## src/rtl/spi_reg_master.sv

```systemverilog
// Mode-0 SPI initiator: serialises one left-justified frame per valid/ready command, MSB first.
// Define SPI_READBACK_EN to add i_miso capture into o_rdata.
module spi_reg_master #(
    parameter int unsigned MAX_BITS = 48,
    parameter int unsigned CLK_DIV  = 1
) (
    input  logic                          i_clk,
    input  logic                          i_reset_n,
    input  logic                          i_valid,
    output logic                          o_ready,
    input  logic [MAX_BITS-1:0]           i_data,
    input  logic [$clog2(MAX_BITS+1)-1:0] i_len,
    output logic                          o_busy,
    output logic                          o_done,
    output logic                          o_csb,
    output logic                          o_sclk,
`ifdef SPI_READBACK_EN
    input  logic                          i_miso,
    output logic [MAX_BITS-1:0]           o_rdata,
`endif
    output logic                          o_mosi
);

    localparam int unsigned LenW = $clog2(MAX_BITS + 1);
    localparam int unsigned DivW = $clog2(CLK_DIV + 1);
    localparam logic [DivW-1:0] DivReload = DivW'(CLK_DIV - 1);
    localparam logic [LenW-1:0] LenMax    = LenW'(MAX_BITS);

    typedef enum logic [2:0] {StIdle, StLead, StHigh, StLow, StGap} state_e;

    state_e                state_q, state_d;
    logic [DivW-1:0]       div_q, div_d;
    logic [LenW-1:0]       bit_cnt_q, bit_cnt_d;
    logic [MAX_BITS-1:0]   shift_q, shift_d;
    logic                  csb_q, csb_d;
    logic                  sclk_q, sclk_d;
    logic                  mosi_q, mosi_d;
    logic                  ready_q, ready_d;
    logic                  busy_q, busy_d;
    logic                  done_q, done_d;
    logic [LenW-1:0]       len_eff;
    logic                  accept;
    logic                  phase_end;

    assign accept    = i_valid && ready_q && (state_q == StIdle);
    assign len_eff   = (i_len > LenMax) ? LenMax : i_len;
    assign phase_end = (div_q == '0);

    always_comb begin
        state_d   = state_q;
        bit_cnt_d = bit_cnt_q;
        shift_d   = shift_q;
        mosi_d    = mosi_q;
        done_d    = 1'b0;

        case (state_q)
            StIdle: begin
                if (accept) begin
                    shift_d = i_data;
                    if (len_eff == '0) begin
                        done_d = 1'b1;
                    end else begin
                        state_d   = StLead;
                        bit_cnt_d = len_eff;
                        mosi_d    = i_data[MAX_BITS-1];
                    end
                end
            end
            StLead: begin
                if (phase_end) state_d = StHigh;
            end
            StHigh: begin
                if (phase_end) begin
                    state_d   = StLow;
                    bit_cnt_d = bit_cnt_q - 1'b1;
                    shift_d   = shift_q << 1;
                    // Last bit: park MOSI low instead of exposing payload padding.
                    mosi_d    = (bit_cnt_q == LenW'(1)) ? 1'b0 : shift_d[MAX_BITS-1];
                end
            end
            StLow: begin
                if (phase_end) state_d = (bit_cnt_q == '0) ? StGap : StHigh;
            end
            StGap: begin
                if (phase_end) begin
                    state_d = StIdle;
                    done_d  = 1'b1;
                end
            end
            default: state_d = StIdle;
        endcase

        if (state_d != state_q) begin
            div_d = DivReload;
        end else if (div_q != '0) begin
            div_d = div_q - 1'b1;
        end else begin
            div_d = div_q;
        end

        csb_d   = !(state_d inside {StLead, StHigh, StLow});
        sclk_d  = (state_d == StHigh);
        ready_d = (state_d == StIdle);
        busy_d  = !ready_d;
    end

    always_ff @(posedge i_clk) begin
        if (!i_reset_n) begin
            state_q   <= StIdle;
            div_q     <= '0;
            bit_cnt_q <= '0;
            shift_q   <= '0;
            csb_q     <= 1'b1;
            sclk_q    <= 1'b0;
            mosi_q    <= 1'b0;
            ready_q   <= 1'b1;
            busy_q    <= 1'b0;
            done_q    <= 1'b0;
        end else begin
            state_q   <= state_d;
            div_q     <= div_d;
            bit_cnt_q <= bit_cnt_d;
            shift_q   <= shift_d;
            csb_q     <= csb_d;
            sclk_q    <= sclk_d;
            mosi_q    <= mosi_d;
            ready_q   <= ready_d;
            busy_q    <= busy_d;
            done_q    <= done_d;
        end
    end

    assign o_ready = ready_q;
    assign o_busy  = busy_q;
    assign o_done  = done_q;
    assign o_csb   = csb_q;
    assign o_sclk  = sclk_q;
    assign o_mosi  = mosi_q;

`ifdef SPI_READBACK_EN
    logic [MAX_BITS-1:0] rdata_q, rdata_d;

    // Sample on the same edge that raises SCLK, shifting in from bit 0.
    always_comb begin
        rdata_d = rdata_q;
        if (accept) begin
            rdata_d = '0;
        end else if (state_d == StHigh && state_q != StHigh) begin
            rdata_d = {rdata_q[MAX_BITS-2:0], i_miso};
        end
    end

    always_ff @(posedge i_clk) begin
        if (!i_reset_n) begin
            rdata_q <= '0;
        end else begin
            rdata_q <= rdata_d;
        end
    end

    assign o_rdata = rdata_q;
`endif

endmodule

```

## config.mk

```make
export PLATFORM = sky130hd
export DESIGN_NAME = spi_reg_master
export DESIGN_NICKNAME = d
export VERILOG_FILES = /design/src/rtl/spi_reg_master.sv
export SDC_FILE = /design/constraint.sdc
export NUM_CORES = 1
export LEC_CHECK = 0
export ABC_CLOCK_PERIOD_IN_PS = 5250
export CELL_PAD_IN_SITES_DETAIL_PLACEMENT = 1
export CELL_PAD_IN_SITES_GLOBAL_PLACEMENT = 2
export CORE_ASPECT_RATIO = 0.6
export CORE_MARGIN = 2
export CORE_UTILIZATION = 33
export CTS_CLUSTER_DIAMETER = 60
export DETAILED_ROUTE_END_ITERATION = 7
export PLACE_DENSITY = 0.87
export SYNTH_ARGS = -nofsm -noshare
export SYNTH_HDL_FRONTEND = slang
export SYNTH_SLANG_ARGS = --single-unit
```

## constraint.sdc

```tcl
create_clock -name i_clk -period 5.25 [get_ports i_clk]
set_input_delay 0.525 -clock i_clk [delete_from_list [all_inputs] [get_ports i_clk]]
set_output_delay 0.525 -clock i_clk [all_outputs]
set_load 0.005 [all_outputs]
```

==> parameters.txt, run 1 <==
Parameter                              Value

Finish
  Layout cell share with drive strength beyond 1    0.161
  Most common cell after layout, fill and taps aside    sky130_fd_sc_hd__nand2_1
  Leading cell types in the layout, fill and taps excluded    99 x sky130_fd_sc_hd__nand2_1, 63 x sky130_fd_sc_hd__dfxtp_1, 62 x sky130_fd_sc_hd__clkdlybuf4s50_1, 59 x sky130_fd_sc_hd__nor2_1, 40 x sky130_fd_sc_hd__a311oi_2
  Number of antenna repair diodes    0
  Final net count    roughly 460
  Relative area change from synthesis to final layout    30.4%

Yosys
  Post-synthesis simple-gate area fraction    0.241
  Post-synthesis instance total    355
  Top-area cell type share of the netlist area    0.409
  Avg Synthesized Cell Area    a little under 9 µm²
  Post-synthesis instance area    between 0.003 and 0.004 mm²
  FF+latch count, synth    63
  Main area contributors after synthesis    sky130_fd_sc_hd__dfxtp_1 41%, sky130_fd_sc_hd__a311oi_2 19%, sky130_fd_sc_hd__nand2_1 12%, sky130_fd_sc_hd__nor2_1 7.2%, sky130_fd_sc_hd__clkbuf_1 2.1%
  Synth Area in Compound Gates    0.270
  Synthesized-area fraction occupied by xor and xnor cells    0
  Combinational family with the most area after synthesis    compound AO/OA/AOI/OAI gates
  Net count after synthesis    ~420
  Count of unique library cells instantiated by Yosys    39
  Biggest area consumer among synthesized cells    sky130_fd_sc_hd__dfxtp_1
  Yosys synthesis warning count    0
  Portion of netlist area occupied by mux cells    0.00731
  Sequential-to-total area share from yosys stat    0.409
  Post-synthesis adder-cell area fraction    0.0122

Worst setup path
  Sort of element at the start of the critical path    flip-flop
  Worst reg2reg setup slack    between 2 and 2.5 ns
  WP data required    5.49 ns
  CP Max Fanout    between 90 and 100
  Worst path arrival time    around 3.3 ns
  Element type at the critical path end    flip-flop
  Type of the worst setup path    reg -> reg

Power and ir drop
  Part of the total power dissipated in sequential elements    0.375
  Part of the power in combinational logic    0.225
  Max rail drop VDD    between 0.15 and 0.2 mV
  Switching part of the total    0.285
  Cell internal pwr    around 0.0011 W
  Proportion of power drawn by the clock network    0.401
  Pleak    about 1.5 nW
  Power density cells    397 mW/mm²
  Net switching power    0.000455 W
  Total Power    0.00160 W

Global route
  Number of global-route vias before repair    2679
  Initial antenna violation count    0
  Total Routing Usage GR    0.168
  Largest net degree at the start of global routing    93
  Global route overflow    0
  Wire length of the first global-routing pass    around 13000 µm

Clock network
  CTS clk-pin slew, worst paths    around 0.050 ns
  Clk buf depth    2
  Number of levels the H-tree was split into    3
  Resize count post-CTS    0
  Setup Fix Bufs, Post-CTS    0
  Number of clock sinks seen by CTS    between 60 and 70
  Latest clock arrival within the worst-skew pair    0.33 ns
  Clock tree from TritonCTS    done
  Cts bufs inserted    9
  Cell at the root of the clock tree    sky130_fd_sc_hd__clkbuf_16
  Cts-stage hold buffer count    0

Drt
  TritonRoute pass-1 iters    4
  Routed WL per cell    between 15 and 20 µm
  Number of vias per cell    ~5
  Total wirelength of the detailed-routed design    7900 µm
  DRT antenna net count    0
  # DRC    0
  Total number of vias    2659
  Starting DRC count in detailed routing    about 150

Placed design
  GPL Wtd Cong    between 0.8 and 0.9
  Pre-CTS setup slack    2.18 ns
  DP HPWL    5170 µm
  Number of port buffers    a little over 60

Die
  Die area    0.0102 mm²
  Placement Rows    27
  Area of the core    just over 0.009 mm²
  # IOs    63
  Initial cell density of the core    0.338
  Die width    129 µm
  Die height    roughly 79 µm

STA
  Count of endpoints failing setup in the final report    0
  Minimum clock period after layout    3.06 ns
  Clock Skew    0.00553 ns
  Setup repair after global routing missed its margin    false
  Final setup TNS    0 ns
  Max Freq    roughly 0.33 GHz
  Max-slew violation total from the final report    0
  Count of final hold-check violations    0
  Measured slew at the worst slew-check pin    roughly 1.2 ns
  Relative max-transition margin    0.214
  Post-route fraction of the period consumed by the critical path    0.582
  Fin worst setup slack    between 2 and 2.5 ns

Hold path
  Classification of the worst-slack hold path    reg -> reg

Job
  Max-cap violations    0

Outcome
  Run status    complete, no violations
power groups by stage:
stage / registers [W] / logic [W] / clock network (W)
floorplan: 0.000594 / 0.000278 / 0
global placement: 0.000604 / 0.000348 / 0
detailed placement: 0.000607 / 0.000361 / 0
CTS: 0.000598 / 0.000362 / 0.000656
global route: 0.000609 / 0.000402 / 0.000679
finish: 0.000598 / 0.000359 / 0.000640
through the flow:
| stage | hold slack [ns] | instance area (µm²) | std cells | util |
|---|---|---|---|---|
| 2_1_floorplan | 0.455 | 3080 | 355 | - |
| 3_3_place_gp | 0.462 | 3700 | 504 | 0.405 |
| 6_report | 0.473 | 4020 | 520 | 0.441 |
| 5_1_grt | 0.498 | 4020 | 520 | 0.441 |
| 3_5_place_dp | 0.471 | 3700 | 504 | 0.405 |
| 4_1_cts | 0.479 | 4020 | 520 | 0.441 |
layout make-up:
type                       instances  area, µm²
clock buffer                      10        239
clock inverter                     6       83.8
fill                            1062       5100
inverter                           4       15.0
multi-input combinational        258       1650
sequential                        63       1260
tap                              116        145
timing repair buffer              63        628
registers in the layout, summed over array words and instances, names as in the netlist:
signal,cells
div_q,1
o_busy,1
bit_cnt_q,6
state_q,3
o_mosi,1
o_csb,1
o_sclk,1
o_done,1
o_ready,1
shift_q,47
worst max-delay path: stages, from the launching register on:
cell and delay (ns):
sky130_fd_sc_hd__dfxtp_1 0.40, sky130_fd_sc_hd__or3b_2 0.91, sky130_fd_sc_hd__nor2_4 0.27, sky130_fd_sc_hd__or2_4 0.95
sky130_fd_sc_hd__nor2_1 0.13, sky130_fd_sc_hd__a311oi_2 0.28
cell families after synthesis:
kind of cell	after synthesis
other	1
AND/OR/NAND/NOR	180
buffers and inverters	34
multiplexers	2
adder cells (fa/ha/maj)	3
AO/OA/AOI/OAI	72
flip-flops	63
cell usage after synthesis:
cell / count
sky130_fd_sc_hd__o21ai_0: 5
sky130_fd_sc_hd__ha_1: 3
sky130_fd_sc_hd__a31oi_1: 1
sky130_fd_sc_hd__buf_2: 5
sky130_fd_sc_hd__and4_1: 1
sky130_fd_sc_hd__a222oi_1: 1
sky130_fd_sc_hd__and2_1: 1
sky130_fd_sc_hd__buf_4: 3
sky130_fd_sc_hd__a311oi_1: 7
sky130_fd_sc_hd__nor2b_1: 3
sky130_fd_sc_hd__nand3_1: 2
sky130_fd_sc_hd__dfxtp_1: 63
sky130_fd_sc_hd__nor3b_1: 1
sky130_fd_sc_hd__mux2_2: 2
sky130_fd_sc_hd__clkbuf_1: 17
sky130_fd_sc_hd__a311oi_2: 40
sky130_fd_sc_hd__and3_1: 3
sky130_fd_sc_hd__a32oi_1: 2
sky130_fd_sc_hd__a22oi_1: 2
sky130_fd_sc_hd__nand2_1: 99
sky130_fd_sc_hd__conb_1: 1
sky130_fd_sc_hd__nor4_1: 4
sky130_fd_sc_hd__nor3_1: 2
sky130_fd_sc_hd__nor2_4: 1
sky130_fd_sc_hd__and4b_1: 1
sky130_fd_sc_hd__a21o_1: 1
sky130_fd_sc_hd__a211oi_1: 1
sky130_fd_sc_hd__buf_6: 5
sky130_fd_sc_hd__a21oi_1: 7
sky130_fd_sc_hd__or3b_1: 1
sky130_fd_sc_hd__o21ba_2: 1
sky130_fd_sc_hd__o311a_1: 1
sky130_fd_sc_hd__nand2b_1: 1
sky130_fd_sc_hd__a2bb2oi_1: 1
sky130_fd_sc_hd__o21a_1: 1
sky130_fd_sc_hd__a32o_1: 1
sky130_fd_sc_hd__inv_1: 4
sky130_fd_sc_hd__nor2_1: 59
sky130_fd_sc_hd__or2_4: 1
layer usage:
metal / routed length [µm] / track usage / up-vias
li1: - / - / 1336
met1: 4160 / 0.236 / 1251
met2: 3300 / 0.247 / 58
met3: 324 / 0.0451 / 14
met4: 121 / 0.0587 / 0
met5: 0 / 0 / -
final timing paths:
kind	start	end	depth (start not counted)
max	state_q[1]$_SDFF_PN0_	shift_q[22]$_SDFFE_PN0P_	5
min reg2reg	shift_q[27]$_SDFFE_PN0P_	shift_q[28]$_SDFFE_PN0P_	2
max reg2reg	state_q[1]$_SDFF_PN0_	shift_q[22]$_SDFFE_PN0P_	5
min	shift_q[27]$_SDFFE_PN0P_	shift_q[28]$_SDFFE_PN0P_	2
Power figures use the tool's default switching activity.
==> run 2: changes to the inputs <==
ABC_CLOCK_PERIOD_IN_PS = 2900   (was 5250)
CORE_UTILIZATION = 30   (was 33)
PLACE_DENSITY = 0.81   (was 0.87)
clock period = 2.9 ns   (was 5.25 ns; I/O delays follow)
==> run 2 against run 1 <==
Effect of this change:
- power is 77% higher
- global-route usage fell by 1.1 points
- worst hold slack improved by 0.0092 ns
- count of clock-buffer cells in the layout rose by 2
- utilization shrank 2.9 points
- non-clock buffer count grew 6
- highest routed layer unchanged
- sequential power rose by 81%
- combinational power increased by 91%
- via count is 0.15% higher
- setup slack worse by 1.4 ns
- final cell count is 4.8% higher
- register-to-register slack got worse by 1.4 ns
==> parameters.txt, run 2 (synthesis gave the netlist of run 1 again) <==
Parameter                              Value

Worst setup path
  Launching instance or port of the critical path    state_q[0]$_SDFF_PN0_
  Worst-path cell with the longest stage delay    sky130_fd_sc_hd__and4b_1
  Path depth of the worst reg2reg path    6
  Worst path arrival time    approximately 2.4 ns
  WP data required    about 3.1 ns
  Type of the worst setup path    reg -> reg
  Worst reg2reg setup slack    around 0.77 ns
  Max incr delay on CP    approximately 0.46 ns
  CP Max Fanout    34
  Worst reg2reg path startpoint    state_q[0]$_SDFF_PN0_
  Element type at the critical path end    flip-flop
  End of the critical path    shift_q[40]$_SDFFE_PN0P_
  Critical path cell sequence    nor2_1, and4b_1, or2_4, buf_12, nor2_1, a311oi_2
  Sort of element at the start of the critical path    flip-flop
  Most numerous cell on the critical path    sky130_fd_sc_hd__nor2_1
  Worst reg2reg endpoint    shift_q[40]$_SDFFE_PN0P_

Clock network
  Cts-stage hold buffer count    0
  Latest clock arrival within the worst-skew pair    about 0.32 ns
  Cell at the root of the clock tree    sky130_fd_sc_hd__clkbuf_16
  Clk buf depth    2
  CTS clk-pin slew, worst paths    0.05 ns
  Clock tree from TritonCTS    done
  Number of levels the H-tree was split into    3
  Resize count post-CTS    0
  Cts bufs inserted    9
  Number of clock sinks seen by CTS    63
  Setup Fix Bufs, Post-CTS    0

STA
  Minimum clock period after layout    ~2.1 ns
  Count of endpoints failing setup in the final report    0
  Post-route fraction of the period consumed by the critical path    0.734
  Final setup TNS    0 ns
  Max-slew violation total from the final report    0
  Count of final hold-check violations    0
  Hold slack    between 0.4 and 0.5 ns
  Setup repair after global routing missed its margin    false
  Max Freq    between 0.4 and 0.5 GHz
  Clock Skew    around 0.0066 ns
  Relative max-transition margin    0.591
  Measured slew at the worst slew-check pin    0.614 ns

Finish
  Number of antenna repair diodes    0
  Number of flip-flops in the largest register    47
  Registers with the most flip-flops    shift_q (47), bit_cnt_q (6), state_q (3)
  Post-Route Utilization    0.412
  Leading cell types in the layout, fill and taps excluded    99 x sky130_fd_sc_hd__nand2_1, 63 x sky130_fd_sc_hd__dfxtp_1, 62 x sky130_fd_sc_hd__clkdlybuf4s50_1, 59 x sky130_fd_sc_hd__nor2_1, 40 x sky130_fd_sc_hd__a311oi_2
  Count of placed standard cells in the final layout, fillers left out    545
  Final net count    ~470
  FF/Latch Area    0.00126 mm²
  Relative area change from synthesis to final layout    32.4%
  Fillers    1143
  Layout cell share with drive strength beyond 1    0.168
  Largest reg by FF count    shift_q
  Most common cell after layout, fill and taps aside    sky130_fd_sc_hd__nand2_1
  Area used by multi-input combinational logic    between 0.0015 and 0.002 mm²

Hold path
  Classification of the worst-slack hold path    reg -> reg
  Min-delay src    shift_q[27]$_SDFFE_PN0P_

Die
  Die area    between 0.01 and 0.015 mm²
  # IOs    63
  Die height    between 80 and 90 µm
  Placement Rows    28
  Initial cell density of the core    0.311
  Die width    135 µm
  Area of the core    ~0.0099 mm²

Placed design
  Number of instances in the placed design    approximately 530
  Number of port buffers    62
  DP HPWL    5640 µm
  GPL Wtd Cong    about 0.8

Drt
  Met3 WL post-DR    slightly above 300 µm
  Length of routed wiring on met1    between 4000 and 5000 µm
  Total number of vias    2663
  Length of routed met2 wiring    3320 µm
  Total wirelength of the detailed-routed design    between 8000 and 9000 µm
  # DRC    0
  TritonRoute pass-1 iters    4
  DRT antenna net count    0
  Routed WL per cell    15.0 µm
  Number of vias per cell    ~4.9
  Uppermost routed layer    met4
  Starting DRC count in detailed routing    around 190

Power and ir drop
  Max rail drop VDD    a little under 0.4 mV
  Power density cells    roughly 690 mW/mm²
  Pleak    1.49 nW
  Total Power    approximately 0.0028 W

Global route
  Wire length of the first global-routing pass    about 13000 µm
  Largest net degree at the start of global routing    54
  Number of global-route vias before repair    ~2.6k
  Global route overflow    0
  Total Routing Usage GR    0.157
  Initial antenna violation count    0

Job
  Max-cap violations    0

Outcome
  Run status    complete, no violations
[run 2: routing by layer]
layer	vias to the layer above	track usage
li1	1347	-
met1	1262	0.221
met2	46	0.231
met3	8	0.0415
met4	0	0.0537
met5	-	0
[run 2: worst min path at each step]
stage	endpoint	slack [ns]	cells past startpoint
floorplan	bit_cnt_q[0]$_SDFFE_PN0P_	0.42	1
global placement	shift_q[24]$_SDFFE_PN0P_	0.46	2
detailed placement	shift_q[26]$_SDFFE_PN0P_	0.47	2
CTS	shift_q[28]$_SDFFE_PN0P_	0.48	2
global route	shift_q[24]$_SDFFE_PN0P_	0.51	2
finish	shift_q[28]$_SDFFE_PN0P_	0.48	2
[run 2: metrics by stage]
step / instance area (µm²) / worst slack (ns)
5_1_grt: 4080 / 0.558
6_report: 4080 / 0.772
4_1_cts: 4080 / 0.766
3_5_place_dp: 3790 / 0.610
2_1_floorplan: 3080 / 1.22
3_3_place_gp: 3790 / 0.687
[run 2: layout make-up]
cell class / count / share of cell area
multi-input cells: 258 / 0.403
repair buffers: 69 / 0.171
clock buffers: 12 / 0.0604
well taps: 135 / 0.0414
flip-flops and latches: 63 / 0.309
clock inverters: 4 / 0.0110
inverters: 4 / 0.00368
[run 2: worst max-delay path: cells and delay by family (launching register included)]
family / cells / cell delay (ns)
AOI/OAI and AO/OA: 1 / 0.23
buffers and inverters: 1 / 0.26
DFF: 1 / 0.38
and+or+nand+nor: 4 / 1.15
[run 2: where the power goes]
| group | internal, W | switching (W) | leakage (nW) |
|---|---|---|---|
| registers | 0.00100 | 0.0000795 | 0.520 |
| logic | 0.000317 | 0.000368 | 0.826 |
| clock network | 0.000684 | 0.000368 | 0.146 |
| total | 0.00200 | 0.000815 | 1.49 |
